--- config.mk ---
export PLATFORM = sky130hd
export DESIGN_NAME = rd_ptr_flag_gen_flat
export DESIGN_NICKNAME = d
export VERILOG_FILES = /design/src/rtl/rd_ptr_flag_gen_if.sv /design/src/rtl/rd_ptr_flag_gen.sv /design/src/flat_wrapper.sv
export SDC_FILE = /design/constraint.sdc
export NUM_CORES = 1
export LEC_CHECK = 0
export CAP_MARGIN = 25
export CORE_UTILIZATION = 45
export CTS_BUF_LIST = sky130_fd_sc_hd__clkbuf_4 sky130_fd_sc_hd__clkbuf_8 sky130_fd_sc_hd__clkbuf_16
export CTS_CLUSTER_DIAMETER = 100
export DETAILED_ROUTE_END_ITERATION = 8
export PLACE_DENSITY = 0.72
export SLEW_MARGIN = 20
export SYNTH_ARGS = -nofsm -noshare
export SYNTH_HDL_FRONTEND = slang
export SYNTH_SLANG_ARGS = --single-unit
--- constraint.sdc ---
create_clock -name rd_clk -period 4.2 [get_ports rd_clk]
set_input_delay 0.84 -clock rd_clk [delete_from_list [all_inputs] [get_ports rd_clk]]
set_output_delay 0.84 -clock rd_clk [all_outputs]
set_load 0.1 [all_outputs]
--- src/rtl/rd_ptr_flag_gen_if.sv ---
// Read-side FIFO status bus between the read pointer generator and its consumer.
//   slave  : pointer generator side (takes requests, drives pointer/status)
//   master : consumer side (drives requests/threshold, observes pointer/status)
// Signals:
//   rd_ena          read request
//   wrt_ptr_gray    write pointer in gray code (write clock domain)
//   ae_thresh       almost-empty threshold, quasi-static
//   underflow_clr   clears the sticky underflow flag
//   rd_addr         RAM read address
//   rd_ptr          gray read pointer toward the write domain
//   rd_empty        FIFO empty
//   rd_almost_empty occupancy <= ae_thresh
//   rd_level        read-side occupancy
//   rd_underflow    sticky read-while-empty flag
interface rd_ptr_flag_gen_if #(
   parameter int ADDR_SIZE = 4
);
   logic                 rd_ena;
   logic [ADDR_SIZE:0]   wrt_ptr_gray;
   logic [ADDR_SIZE:0]   ae_thresh;
   logic                 underflow_clr;
   logic [ADDR_SIZE-1:0] rd_addr;
   logic [ADDR_SIZE:0]   rd_ptr;
   logic                 rd_empty;
   logic                 rd_almost_empty;
   logic [ADDR_SIZE:0]   rd_level;
   logic                 rd_underflow;

   modport slave (
      input  rd_ena, wrt_ptr_gray, ae_thresh, underflow_clr,
      output rd_addr, rd_ptr, rd_empty, rd_almost_empty, rd_level, rd_underflow
   );

   modport master (
      output rd_ena, wrt_ptr_gray, ae_thresh, underflow_clr,
      input  rd_addr, rd_ptr, rd_empty, rd_almost_empty, rd_level, rd_underflow
   );
endinterface

--- src/rtl/rd_ptr_flag_gen.sv ---
// Read-domain pointer and status generator for an asynchronous FIFO.
// Synchronises the gray write pointer into rd_clk, advances the read pointer
// on accepted pops and registers empty / almost-empty / occupancy / underflow.
// Ports:
//   rd_clk  read-domain clock
//   rd_rst  asynchronous active-high reset
//   bus     rd_ptr_flag_gen_if.slave: read request, write pointer, threshold,
//           underflow clear in; RAM address, gray read pointer, flags out
module rd_ptr_flag_gen #(
   parameter int ADDR_SIZE   = 4,
   parameter int SYNC_STAGES = 2
) (
   input  logic             rd_clk,
   input  logic             rd_rst,
   rd_ptr_flag_gen_if.slave bus
);

   generate
      if (ADDR_SIZE < 1 || SYNC_STAGES < 2) begin : g_bad_params
         $error("rd_ptr_flag_gen: ADDR_SIZE must be >= 1 and SYNC_STAGES >= 2");
      end
   endgenerate

   logic [ADDR_SIZE:0] sync_q [SYNC_STAGES];
   logic [ADDR_SIZE:0] sync_wptr;
   logic [ADDR_SIZE:0] wbin;

   logic [ADDR_SIZE:0] rd_bin;
   logic [ADDR_SIZE:0] rd_bin_nxt;
   logic [ADDR_SIZE:0] rd_gray_nxt;
   logic [ADDR_SIZE:0] level_nxt;
   logic               rd_inc;

   logic [ADDR_SIZE:0] rd_ptr_q;
   logic [ADDR_SIZE:0] rd_level_q;
   logic               rd_empty_q;
   logic               rd_almost_empty_q;
   logic               rd_underflow_q;

   // Write-pointer synchroniser chain.
   always_ff @(posedge rd_clk or posedge rd_rst) begin
      if (rd_rst) begin
         for (int unsigned i = 0; i < SYNC_STAGES; i++) begin
            sync_q[i] <= '0;
         end
      end else begin
         sync_q[0] <= bus.wrt_ptr_gray;
         for (int unsigned i = 1; i < SYNC_STAGES; i++) begin
            sync_q[i] <= sync_q[i-1];
         end
      end
   end

   assign sync_wptr = sync_q[SYNC_STAGES-1];

   // Gray to binary: each binary bit is the XOR of all gray bits at or above it.
   always_comb begin
      wbin = '0;
      for (int unsigned i = 0; i <= ADDR_SIZE; i++) begin
         wbin[i] = ^(sync_wptr >> i);
      end
   end

   always_comb begin
      rd_inc      = bus.rd_ena & ~rd_empty_q;
      rd_bin_nxt  = rd_bin + {{ADDR_SIZE{1'b0}}, rd_inc};
      rd_gray_nxt = (rd_bin_nxt >> 1) ^ rd_bin_nxt;
      level_nxt   = wbin - rd_bin_nxt;
   end

   // Flags are computed from the post-pop pointer so a pop and its status
   // change land on the same edge; empty compares gray codes directly.
   always_ff @(posedge rd_clk or posedge rd_rst) begin
      if (rd_rst) begin
         rd_bin            <= '0;
         rd_ptr_q          <= '0;
         rd_level_q        <= '0;
         rd_empty_q        <= 1'b1;
         rd_almost_empty_q <= 1'b1;
         rd_underflow_q    <= 1'b0;
      end else begin
         rd_bin            <= rd_bin_nxt;
         rd_ptr_q          <= rd_gray_nxt;
         rd_level_q        <= level_nxt;
         rd_empty_q        <= (rd_gray_nxt == sync_wptr);
         rd_almost_empty_q <= (level_nxt <= bus.ae_thresh);
         // Set has priority over clear.
         if (bus.rd_ena & rd_empty_q) begin
            rd_underflow_q <= 1'b1;
         end else if (bus.underflow_clr) begin
            rd_underflow_q <= 1'b0;
         end
      end
   end

   assign bus.rd_addr         = rd_bin[ADDR_SIZE-1:0];
   assign bus.rd_ptr          = rd_ptr_q;
   assign bus.rd_level        = rd_level_q;
   assign bus.rd_empty        = rd_empty_q;
   assign bus.rd_almost_empty = rd_almost_empty_q;
   assign bus.rd_underflow    = rd_underflow_q;

endmodule

--- src/flat_wrapper.sv ---
// flat-port wrapper written by rule: the top's interface ports become plain ports
module rd_ptr_flag_gen_flat 
#(
   parameter int ADDR_SIZE   = 4,
   parameter int SYNC_STAGES = 2
)
  (rd_clk, rd_rst, bus_rd_ena, bus_wrt_ptr_gray, bus_ae_thresh, bus_underflow_clr, bus_rd_addr, bus_rd_ptr, bus_rd_empty, bus_rd_almost_empty, bus_rd_level, bus_rd_underflow);
  rd_ptr_flag_gen_if #(.ADDR_SIZE(ADDR_SIZE)) bus_i ();
  input  logic rd_clk;
  input  logic rd_rst;
  input wire logic [$bits(bus_i.rd_ena)-1:0] bus_rd_ena;
  input wire logic [$bits(bus_i.wrt_ptr_gray)-1:0] bus_wrt_ptr_gray;
  input wire logic [$bits(bus_i.ae_thresh)-1:0] bus_ae_thresh;
  input wire logic [$bits(bus_i.underflow_clr)-1:0] bus_underflow_clr;
  output wire logic [$bits(bus_i.rd_addr)-1:0] bus_rd_addr;
  output wire logic [$bits(bus_i.rd_ptr)-1:0] bus_rd_ptr;
  output wire logic [$bits(bus_i.rd_empty)-1:0] bus_rd_empty;
  output wire logic [$bits(bus_i.rd_almost_empty)-1:0] bus_rd_almost_empty;
  output wire logic [$bits(bus_i.rd_level)-1:0] bus_rd_level;
  output wire logic [$bits(bus_i.rd_underflow)-1:0] bus_rd_underflow;
  assign bus_i.rd_ena = bus_rd_ena;
  assign bus_i.wrt_ptr_gray = bus_wrt_ptr_gray;
  assign bus_i.ae_thresh = bus_ae_thresh;
  assign bus_i.underflow_clr = bus_underflow_clr;
  assign bus_rd_addr = bus_i.rd_addr;
  assign bus_rd_ptr = bus_i.rd_ptr;
  assign bus_rd_empty = bus_i.rd_empty;
  assign bus_rd_almost_empty = bus_i.rd_almost_empty;
  assign bus_rd_level = bus_i.rd_level;
  assign bus_rd_underflow = bus_i.rd_underflow;
  rd_ptr_flag_gen #(.ADDR_SIZE(ADDR_SIZE), .SYNC_STAGES(SYNC_STAGES)) u_core (.rd_clk(rd_clk), .rd_rst(rd_rst), .bus(bus_i));
endmodule
# Word-level counts from Yosys, hierarchy flattened
# Cells that the tools add are included.
[totals]
input_bits = 14
reg_bits = 28
elab_cells = 24
[op_classes]
add_sub_neg = 2
n_eq_ne = 1
n_lt_le_gt_ge = 1
reduce_logical = 6
mux = 2
bitwise = 4
[ops]
columns = ["operator", "n"]
rows = [
  ["$reduce_xor A5 Y1", 5],
  ["$add A5 B1 Y5", 1],
  ["$eq A5 B5 Y1", 1],
  ["$le A5 B5 Y1", 1],
  ["$sub A5 B5 Y5", 1],
  ["$xor A4 B5 Y5", 1],
  ["$and A1 B1 Y1", 2],
  ["$mux W1", 2],
  ["$reduce_bool A2 Y1", 1],
  ["$not A1 Y1", 1],
]

# Depth between registers and ports, before layout
# Gate-level depths: netlist of the first run.
[depth]
ltp_word = 5
ltp_mapped = 14
depth_no_buf = 14

# Worst setup path after synthesis of the first run
# No wires, ideal clock.
[synth_path]
kind = "register to register"
from = "register u_core.rd_bin[0]"
to = "register u_core.rd_almost_empty_q (netlist: u_core.bus.rd_almost_empty)"
n_path_buf = 0
setup_ns = 0.084
setup_slack_ns = 1.009
path_stages_with_launch = 13
t_arrival_ns = 3.107
cell_sequence = "dfrtp_1 > and3b_1 > ha_1 > xor2_2 > inv_1 > ha_1 > a21o_1 > a21oi_1 > xor2_1 > ha_1 > and3_1 > nand3_1 > o21ai_0"
[synth_via]
elab_chain_cells = 3
[synth_rtl]
columns = ["element", "line_no", "text"]
rows = [
  ["from (decl)", "rd_ptr_flag_gen.sv:28", "logic [ADDR_SIZE:0] rd_bin;"],
  ["from (signal assigned)", "rd_ptr_flag_gen.sv:82", "rd_bin <= rd_bin_nxt;"],
  ["$add A5 B1 Y5", "rd_ptr_flag_gen.sv:66", "rd_bin_nxt = rd_bin + {{ADDR_SIZE{1'b0}}, rd_inc};"],
  ["net u_core.rd_bin_nxt[2]", "rd_ptr_flag_gen.sv:29", "logic [ADDR_SIZE:0] rd_bin_nxt;"],
  ["$sub A5 B5 Y5", "rd_ptr_flag_gen.sv:68", "level_nxt = wbin - rd_bin_nxt;"],
  ["net u_core.level_nxt[4]", "rd_ptr_flag_gen.sv:31", "logic [ADDR_SIZE:0] level_nxt;"],
  ["$le A5 B5 Y1", "rd_ptr_flag_gen.sv:86", "rd_almost_empty_q <= (level_nxt <= bus.ae_thresh);"],
  ["to (signal assigned)", "rd_ptr_flag_gen.sv:86", ""],
  ["to (decl)", "rd_ptr_flag_gen.sv:37", "logic rd_almost_empty_q;"],
]
# The timed path passes the listed nets, and every way through them passes these cells.
# A chain may end at the register's enable or synchronous reset.

# Worst setup path after layout of the first run
[layout_path]
from = "input bus_rd_ena"
to = "register u_core.rd_almost_empty_q (netlist: u_core.bus.rd_almost_empty)"
[layout_via]
elab_chain_cells = 4
[layout_rtl]
columns = ["element", "line_no", "text"]
rows = [
  ["from (decl)", "flat_wrapper.sv:11", "input wire logic [$bits(bus_i.rd_ena)-1:0] bus_rd_ena;"],
  ["$and A1 B1 Y1", "rd_ptr_flag_gen.sv:65", "rd_inc = bus.rd_ena & ~rd_empty_q;"],
  ["$add A5 B1 Y5", "rd_ptr_flag_gen.sv:66", ""],
  ["net u_core.rd_bin_nxt[2]", "rd_ptr_flag_gen.sv:29", ""],
  ["$sub A5 B5 Y5", "rd_ptr_flag_gen.sv:68", ""],
  ["net u_core.level_nxt[4]", "rd_ptr_flag_gen.sv:31", ""],
  ["$le A5 B5 Y1", "rd_ptr_flag_gen.sv:86", ""],
]
# The timed path passes the listed nets, and every way through them passes these cells.

==> results of run 1 <==
sequential cells by signal (all words and copies together), names as in the netlist:
name and flops:
u_core.bus.rd_level 5, u_core.rd_bin 5, u_core.sync_q 5, u_core.sync_wptr 5, u_core.bus.rd_ptr 4, u_core.bus.rd_almost_empty 1, u_core.bus.rd_empty 1, u_core.bus.rd_underflow 1
synth_stat cells, drive strengths merged:
cell type  instances  area, um^2
a2111oi            1        15.0
a21o               2        15.0
a21oi              2        10.0
and3               1        6.26
and3b              1        8.76
dfrtp             25         626
dfstp              2        52.6
fa                 1        20.0
ha                10         125
inv               17        63.8
nand2              1        3.75
nand3              4        20.0
nor2b              2        12.5
o21a               3        22.5
o21ai              2        10.0
or3                1        6.26
xnor2             10        87.6
xor2              10        95.1
cell type report:
type                            count  area share
Timing Repair Buffer               31       0.205
Clock buffer                        4      0.0188
Sequential cell                    27       0.425
Multi-Input combinational cell     51       0.287
Tap cell                           30      0.0235
Inverter                           17      0.0400
final timing paths:
path	from	cells after the start	end
max	bus_rd_ena	13	u_core.bus.rd_almost_empty$_DFF_PP1_
min	u_core.sync_q[7]$_DFF_PP0_	0	u_core.sync_wptr[2]$_DFF_PP0_
max reg2reg	u_core.sync_wptr[3]$_DFF_PP0_	13	u_core.bus.rd_almost_empty$_DFF_PP1_
min reg2reg	u_core.sync_q[7]$_DFF_PP0_	0	u_core.sync_wptr[2]$_DFF_PP0_
max in group asynchronous	rd_rst	3	u_core.bus.rd_empty$_DFF_PP1_
min in group asynchronous	rd_rst	2	u_core.sync_wptr[0]$_DFF_PP0_
per-stage QoR:
| stage | hold slack (ns) | area [um^2] |
|---|---|---|
| 2_1_floorplan | 0.331 | 1200 |
| 3_3_place_gp | 0.331 | 1540 |
| 3_5_place_dp | 0.336 | 1540 |
| 4_1_cts | 0.367 | 1570 |
| 5_1_grt | 0.375 | 1600 |
| 6_report | 0.362 | 1600 |
worst max-delay path, cell delays in order:
cell	delay [ns]
clkdlybuf4s50_1	0.49
and3b_1	0.19
ha_1	0.22
xor2_2	0.31
inv_1	0.08
ha_1	0.35
a21o_1	0.17
a21oi_1	0.16
xor2_1	0.24
ha_1	0.29
and3_1	0.17
nand3_1	0.07
o21ai_0	0.08
cells in the final DEF, fill, tap and decap left out, drive strengths merged, types with 3 or more instances in the layout:
cell type,Yosys,routed
ha,10,10
inv,17,17
dfrtp,25,25
clkbuf,0,4
nand3,4,4
clkdlybuf4s50,0,30
xor2,10,10
o21a,3,3
xnor2,10,10
routing by layer:
layer | vias to the layer above | global-route usage | share of wire
met5 | - | 0 | 0
met4 | 0 | 0.0658 | 0.014
met3 | 4 | 0.0339 | 0.037
met2 | 21 | 0.248 | 0.51
met1 | 352 | 0.188 | 0.44
li1 | 376 | - | -
cell families after synthesis:
logic type                 synth area share
DFF                                   0.565
xor gates and xnor gates              0.152
buffers and inverters                0.0532
adders and majority gates             0.121
AOI/OAI and AO/OA                    0.0605
and+or+nand+nor                      0.0480
==> impl_metrics.toml, run 1 <==
[setup_path]
ff2ff_setup_slack_ns = 1.00
cp-end-kind = "register"
worstPathRequired_ns = 4.46
path_class = "input port to register"
worst_ep_arrival_time_ns = 3.68
start_kind = "input port"
path_max_fanout = 5

[sta]
fin_crit_ns = 3.42
tightest_slew_ns = 0.977
final.setup.worst_slack_ns = 0.784
hold_viol_final = 0
setup_viol = 0
slew_headroom = 0.347
grt_setup_unrepaired = "false"
finalSetupTns_ns = 0
fmax_ghz = 0.293
fin_crit_sh = 0.813
drv_slew = 0
finalClockSkew_ns = 0.00237

[cts]
cts_setup_buffers = 0
cts_sinks = 27
cts_tree = "yes"
clk_latency_ns = 0.32
ctsHoldBuffers = 0
h-tree-depth = 1
path_clk_slew_ns = 0.13
clock_path_buffers = 2
cts_resized = 0
numCtsBuffers = 3
cts_root_buf = "clkbuf_4"

[floorplan]
die_w_um = 53.6
core_area_um2 = 2500
initial_core_util = 0.480
die_area_um2 = 2880
fp-row-count = 18
die_y_um = 53.6
ios = 31

[place]
gp_congestion = 0.757
dp_hpwl_um = 1400
port_buffers = 30
dp_cells = 155
dpl_worst_slack_ns = 0.432

[final_layout]
finalNonFillerCells = 160
areaGrowthSynthToFinish_pct = 33.0
antenna_cells = 0
post-route-util = 0.638
regArea_um2 = 678
nFillCells = 203
fin_nets = 156
drive_gt1_frac = 0.0692
multiInputGateArea_um2 = 458

[flow_run]
drv_cap = 0

[detailed_routing]
via_per_inst = 4.71
drc = 0
wl_um = 1840
ant_nets = 0
drt_iter0_drc = 2
vias = 753
routedWlPerCell_um = 11.5
first_pass_iters = 4

[global_route]
grt_remaining_overflow = 0
grt_start_max_net_pins = 28
grt_pass1_vias = 676
antenna_found_initial = 0
grt_pass1_wl_um = 2990
track_usage = 0.150

[logic_synthesis]
syn_avg_cell_area_um2 = 12.6
syn_nets = 120
synth_area_um2 = 1200
ys.warnings.count = 0
synth_cells = 95
ys_ff_latch = 27
synth.distinct_cells = 19
yosysSeqAreaShare = 0.565

[hold_path]
holdCritPathClass = "register to register"

[status]
status = "complete, no violations"
Power of run 1 is left out: the tool's default activity adds up to more than one toggle a clock period on the data nets, which glitch-free logic cannot reach.
==> run 2: changes to the inputs <==
==> constraint.sdc (replaced) <==
create_clock -name rd_clk -period 3.2 [get_ports rd_clk]
set_input_delay 0.64 -clock rd_clk [delete_from_list [all_inputs] [get_ports rd_clk]]
set_output_delay 0.64 -clock rd_clk [all_outputs]
set_load 0.1 [all_outputs]
==> run 2 against run 1 <==
  * Wire length rose by 12%
  * Critical endpoint unchanged
  * Final area rose by 6.0%
  * First-iteration DRC count fell by 50%
  * Critical path type is now register to register
  * Cell count rose by 10%
  * Flip-flop and latch count did not move
==> impl_metrics.toml, run 2 (synthesis results as in run 1) <==
[cts]
clock_path_buffers = 2
numCtsBuffers = 3
cts_tree = "yes"
cts_root_buf = "clkbuf_4"
cts_sinks = 27
h-tree-depth = 1
ctsHoldBuffers = 0
path_clk_slew_ns = 0.15
clk_latency_ns = 0.33

[global_route]
antenna_found_initial = 0
track_usage = 0.173
grt_pass1_vias = 850
grt_remaining_overflow = 0
grt_pass1_wl_um = 3460
grt_start_max_net_pins = 28

[floorplan]
die_w_um = 53.6
fp-row-count = 18
die_area_um2 = 2880
core_area_um2 = 2500
initial_core_util = 0.480
ios = 31
die_y_um = 53.6

[setup_path]
path_class = "register to register"
reg2reg_to = "u_core.bus.rd_almost_empty$_DFF_PP1_"
ff2ff_setup_slack_ns = 0.14
worstPathRequired_ns = 3.46
path_max_fanout = 2
cp-endpoint = "u_core.bus.rd_almost_empty$_DFF_PP1_"
crit_start = "u_core.sync_wptr[4]$_DFF_PP0_"
cp-end-kind = "register"
slowest_delay_ns = 0.48
start_kind = "register"
path_buf_inv = 1
worst_ep_arrival_time_ns = 3.32
worstReg2RegStart = "u_core.sync_wptr[4]$_DFF_PP0_"
path_cells = "xor2_2 -> xnor2_2 -> xor2_1 -> xor2_1 -> ha_1 -> fa_1 -> inv_1 -> ha_1 -> nor2b_1 -> o21a_1 -> o21a_1 -> o21a_1 -> o21ai_0"
cp_common_cell = "o21a_1"
worst-path-stages = 13
critPathTopFamily = "adder cells"
rr_worst_depth = 13
crit_slowest_cell = "fa_1"

[final_layout]
drive_gt1_frac = 0.308
finalNonFillerCells = 176
final_cell_mix = "buf_4, dfrtp_1, inv_1"
final_common_cell = "buf_4"
antenna_cells = 0
fin_nets = 172
stdcell_area_um2 = 1690
areaGrowthSynthToFinish_pct = 40.9
post-route-util = 0.676

[status]
status = "complete, no violations"

[hold_path]
holdPathStages = 0
holdCritStartpoint = "u_core.sync_q[6]$_DFF_PP0_"
holdCritPathClass = "register to register"

[detailed_routing]
first_pass_iters = 3
routedWlPerCell_um = 11.8
ant_nets = 0
vias = 809
drt_iter0_drc = 1
drc = 0
via_per_inst = 4.60
wl_um = 2070

[sta]
fmax_ghz = 0.326
fin_crit_ns = 3.06
drv_slew = 0
finalClockSkew_ns = 0.00849
slew_headroom = 0.803
setup_viol = 0
tightest_slew_ns = 0.294
fin_crit_sh = 0.957
hold_viol_final = 0

[place]
gp_congestion = 0.827
dp_hpwl_um = 1570
place_area_um2 = 1590
dp_cells = 167
port_buffers = 30

[flow_run]
drv_cap = 0
run 2: cell count changes in the layout (fill, tap and decap cells not counted):
cell             change
buf_4               +33
clkdlybuf4s50_1     -17
clkbuf_4             -1
clkinv_1             +1
clkinvlp_4           +1
inv_1                -1
nor2b_1              -1
nor2b_2              +1
xnor2_1              -1
xnor2_2              +1
xor2_1               -1
xor2_2               +1
run 2: layer usage:
layer / global-route usage / vias up / share of wire
li1: - / 398 / -
met5: 0 / - / 0
met2: 0.304 / 20 / 0.53
met4: 0.0789 / 0 / 0.018
met3: 0.0339 / 5 / 0.036
met1: 0.201 / 386 / 0.42
run 2: layout make-up:
cell class | count | area (um^2)
Timing Repair Buffer | 47 | 405
Inverter | 17 | 63.8
Multi-Input combinational cell | 51 | 475
Clock inverter | 1 | 7.51
Fill cell | 191 | 810
Clock buffer | 3 | 22.5
Tap cell | 30 | 37.5
Sequential cell | 27 | 678
run 2: through the flow:
step	worst slack, ns	hold slack (ns)	setup TNS, ns
after floorplan	0.00912	0.331	0
after global placement	-0.172	0.333	-0.172
after detailed placement	-0.231	0.336	-0.231
after CTS	0.0909	0.368	0
after global routing	-0.0468	0.379	-0.0468
final	0.137	0.366	0
run 2: timing repair:
item                                    4_1_cts  5_1_grt
resized for setup                             0        3
endpoints found under the setup margin        0        1
setup buffers                                 0        4
run 2: worst min path at each step:
stage / to / slack [ns]
after floorplan: u_core.sync_wptr[0]$_DFF_PP0_ / 0.33
after CTS: u_core.sync_wptr[1]$_DFF_PP0_ / 0.37
final: u_core.sync_wptr[1]$_DFF_PP0_ / 0.37
after global routing: u_core.sync_wptr[3]$_DFF_PP0_ / 0.38
after global placement: u_core.sync_wptr[2]$_DFF_PP0_ / 0.33
after detailed placement: u_core.sync_wptr[1]$_DFF_PP0_ / 0.34
Power of run 2 is left out for the same reason.
==> run 3: changes to the inputs <==
--- a/config.mk
+++ b/config.mk
@@ -6,11 +6,13 @@
 export NUM_CORES = 1
 export LEC_CHECK = 0
 export CAP_MARGIN = 25
+export CORE_MARGIN = 3
 export CORE_UTILIZATION = 45
 export CTS_BUF_LIST = sky130_fd_sc_hd__clkbuf_4 sky130_fd_sc_hd__clkbuf_8 sky130_fd_sc_hd__clkbuf_16
 export CTS_CLUSTER_DIAMETER = 100
 export DETAILED_ROUTE_END_ITERATION = 8
 export PLACE_DENSITY = 0.72
+export SKIP_LAST_GASP = 1
 export SLEW_MARGIN = 20
 export SYNTH_ARGS = -nofsm -noshare
 export SYNTH_HDL_FRONTEND = slang
==> run 3 against run 2 <==
  * Count of clock-buffer cells in the layout unchanged
  * First-iteration DRC count grew to 22 times the previous value
  * Critical endpoint unchanged
  * Via count increased by 0.25%
  * Global-route usage down 3.0 points
  * Final area is 1.1% higher
  * Die area up 15%
  * Largest cell class unchanged
  * Sequential share of layout area fell by 0.44 points
  * Wire length up 2.4%
==> impl_metrics.toml, run 3 (synthesis results as in run 1) <==
[cts]
clk_latency_ns = 0.33
path_clk_slew_ns = 0.16
numCtsBuffers = 3
cts_root_buf = "clkbuf_4"
clock_path_buffers = 2
h-tree-depth = 1
ctsHoldBuffers = 0
cts_sinks = 27
cts_tree = "yes"

[floorplan]
ios = 31
fp-row-count = 18
die_area_um2 = 3320
initial_core_util = 0.480
die_y_um = 57.6
core_area_um2 = 2500
die_w_um = 57.6

[detailed_routing]
vias = 811
drc = 0
ant_nets = 0
wl_um = 2120
routedWlPerCell_um = 12.1
via_per_inst = 4.61
drt_iter0_drc = 22
first_pass_iters = 4

[final_layout]
regArea_um2 = 678
antenna_cells = 0
final_cell_mix = "buf_4, dfrtp_1, inv_1"
drive_gt1_frac = 0.336
fin_nets = 172
finalNonFillerCells = 176
multiInputGateArea_um2 = 494
final_common_cell = "buf_4"
areaGrowthSynthToFinish_pct = 42.4
stdcell_area_um2 = 1710
nFillCells = 193

[global_route]
grt_remaining_overflow = 0
grt_pass1_wl_um = 3680
grt_start_max_net_pins = 28
antenna_found_initial = 0
grt_pass1_vias = 898
track_usage = 0.143

[place]
dp_cells = 167
gp_congestion = 0.728
dp_hpwl_um = 1660
port_buffers = 30
place_area_um2 = 1590

[setup_path]
start_kind = "register"
crit_start = "u_core.sync_wptr[4]$_DFF_PP0_"
crit_slowest_cell = "dfrtp_1"
ff2ff_setup_slack_ns = 0.16
path_cells = "xor2_2 -> xnor2_2 -> xor2_1 -> xor2_1 -> ha_2 -> fa_1 -> inv_2 -> ha_4 -> nor2b_1 -> o21a_1 -> o21a_1 -> o21a_1 -> o21ai_2"
path_buf_inv = 1
slowest_delay_ns = 0.45
cp-end-kind = "register"
cp_common_cell = "o21a_1"
path_class = "register to register"
critPathTopFamily = "adder cells"
worstPathRequired_ns = 3.46
path_max_fanout = 2
worstReg2RegStart = "u_core.sync_wptr[4]$_DFF_PP0_"
worst_ep_arrival_time_ns = 3.30
rr_worst_depth = 13
reg2reg_to = "u_core.bus.rd_almost_empty$_DFF_PP1_"

[status]
status = "complete, no violations"

[sta]
setup_viol = 0
grt_setup_unrepaired = "true"
hold_viol_final = 0
fin_worst_hold_slack_ns = 0.368
drv_slew = 0
finalClockSkew_ns = 0.0162
fmax_ghz = 0.329
fin_crit_ns = 3.04
tightest_slew_ns = 0.469
slew_headroom = 0.686
fin_crit_sh = 0.950

[flow_run]
drv_cap = 0

[hold_path]
holdPathStages = 0
holdCritPathClass = "register to register"
whs_endpoint = "u_core.sync_wptr[1]$_DFF_PP0_"
holdCritStartpoint = "u_core.sync_q[6]$_DFF_PP0_"
[run 3: cell count changes in the layout (fill, tap and decap cells not counted)]
cell / previous run / this run
ha_1: 10 / 8
ha_2: 0 / 1
ha_4: 0 / 1
inv_1: 16 / 15
inv_2: 0 / 1
o21ai_0: 2 / 1
o21ai_2: 0 / 1
[run 3: routing by layer]
metal	track usage	up-vias	wire (um)
li1	-	397	-
met1	0.165	390	853
met2	0.258	22	1130
met3	0.0334	2	119
met4	0.0497	0	15
met5	0	-	0
[run 3: through the flow]
stage	TNS, ns	worst slack [ns]	util
floorplan	0	0.00912	-
global placement	-0.172	-0.172	0.634
detailed placement	-0.246	-0.246	0.634
CTS	0	0.0551	0.646
global route	-0.0410	-0.0410	0.684
finish	0	0.161	0.684
[run 3: worst max-delay path by stage]
stage | to | slack (ns) | cells past startpoint
2_1_floorplan | u_core.bus.rd_almost_empty$_DFF_PP1_ | 0.009 | 12
3_3_place_gp | u_core.bus.rd_almost_empty$_DFF_PP1_ | -0.17 | 13
3_5_place_dp | u_core.bus.rd_almost_empty$_DFF_PP1_ | -0.25 | 13
4_1_cts | u_core.bus.rd_almost_empty$_DFF_PP1_ | 0.06 | 13
5_1_grt | u_core.bus.rd_almost_empty$_DFF_PP1_ | -0.04 | 13
6_report | u_core.bus.rd_almost_empty$_DFF_PP1_ | 0.16 | 13
[run 3: final cells by class]
type,count,area share
clock buffers,3,0.0132
clock inverters,1,0.00439
inverters,17,0.0373
multi-input cells,51,0.289
flip-flops and latches,27,0.397
well taps,30,0.0220
repair buffers,47,0.237
[run 3: what timing repair did]
item | 4_1_cts | 5_1_grt
endpoints found under the setup margin | 0 | 1
buffers inserted | 0 | 4
gates resized for setup | 0 | 8
Power of run 3 is left out for the same reason.
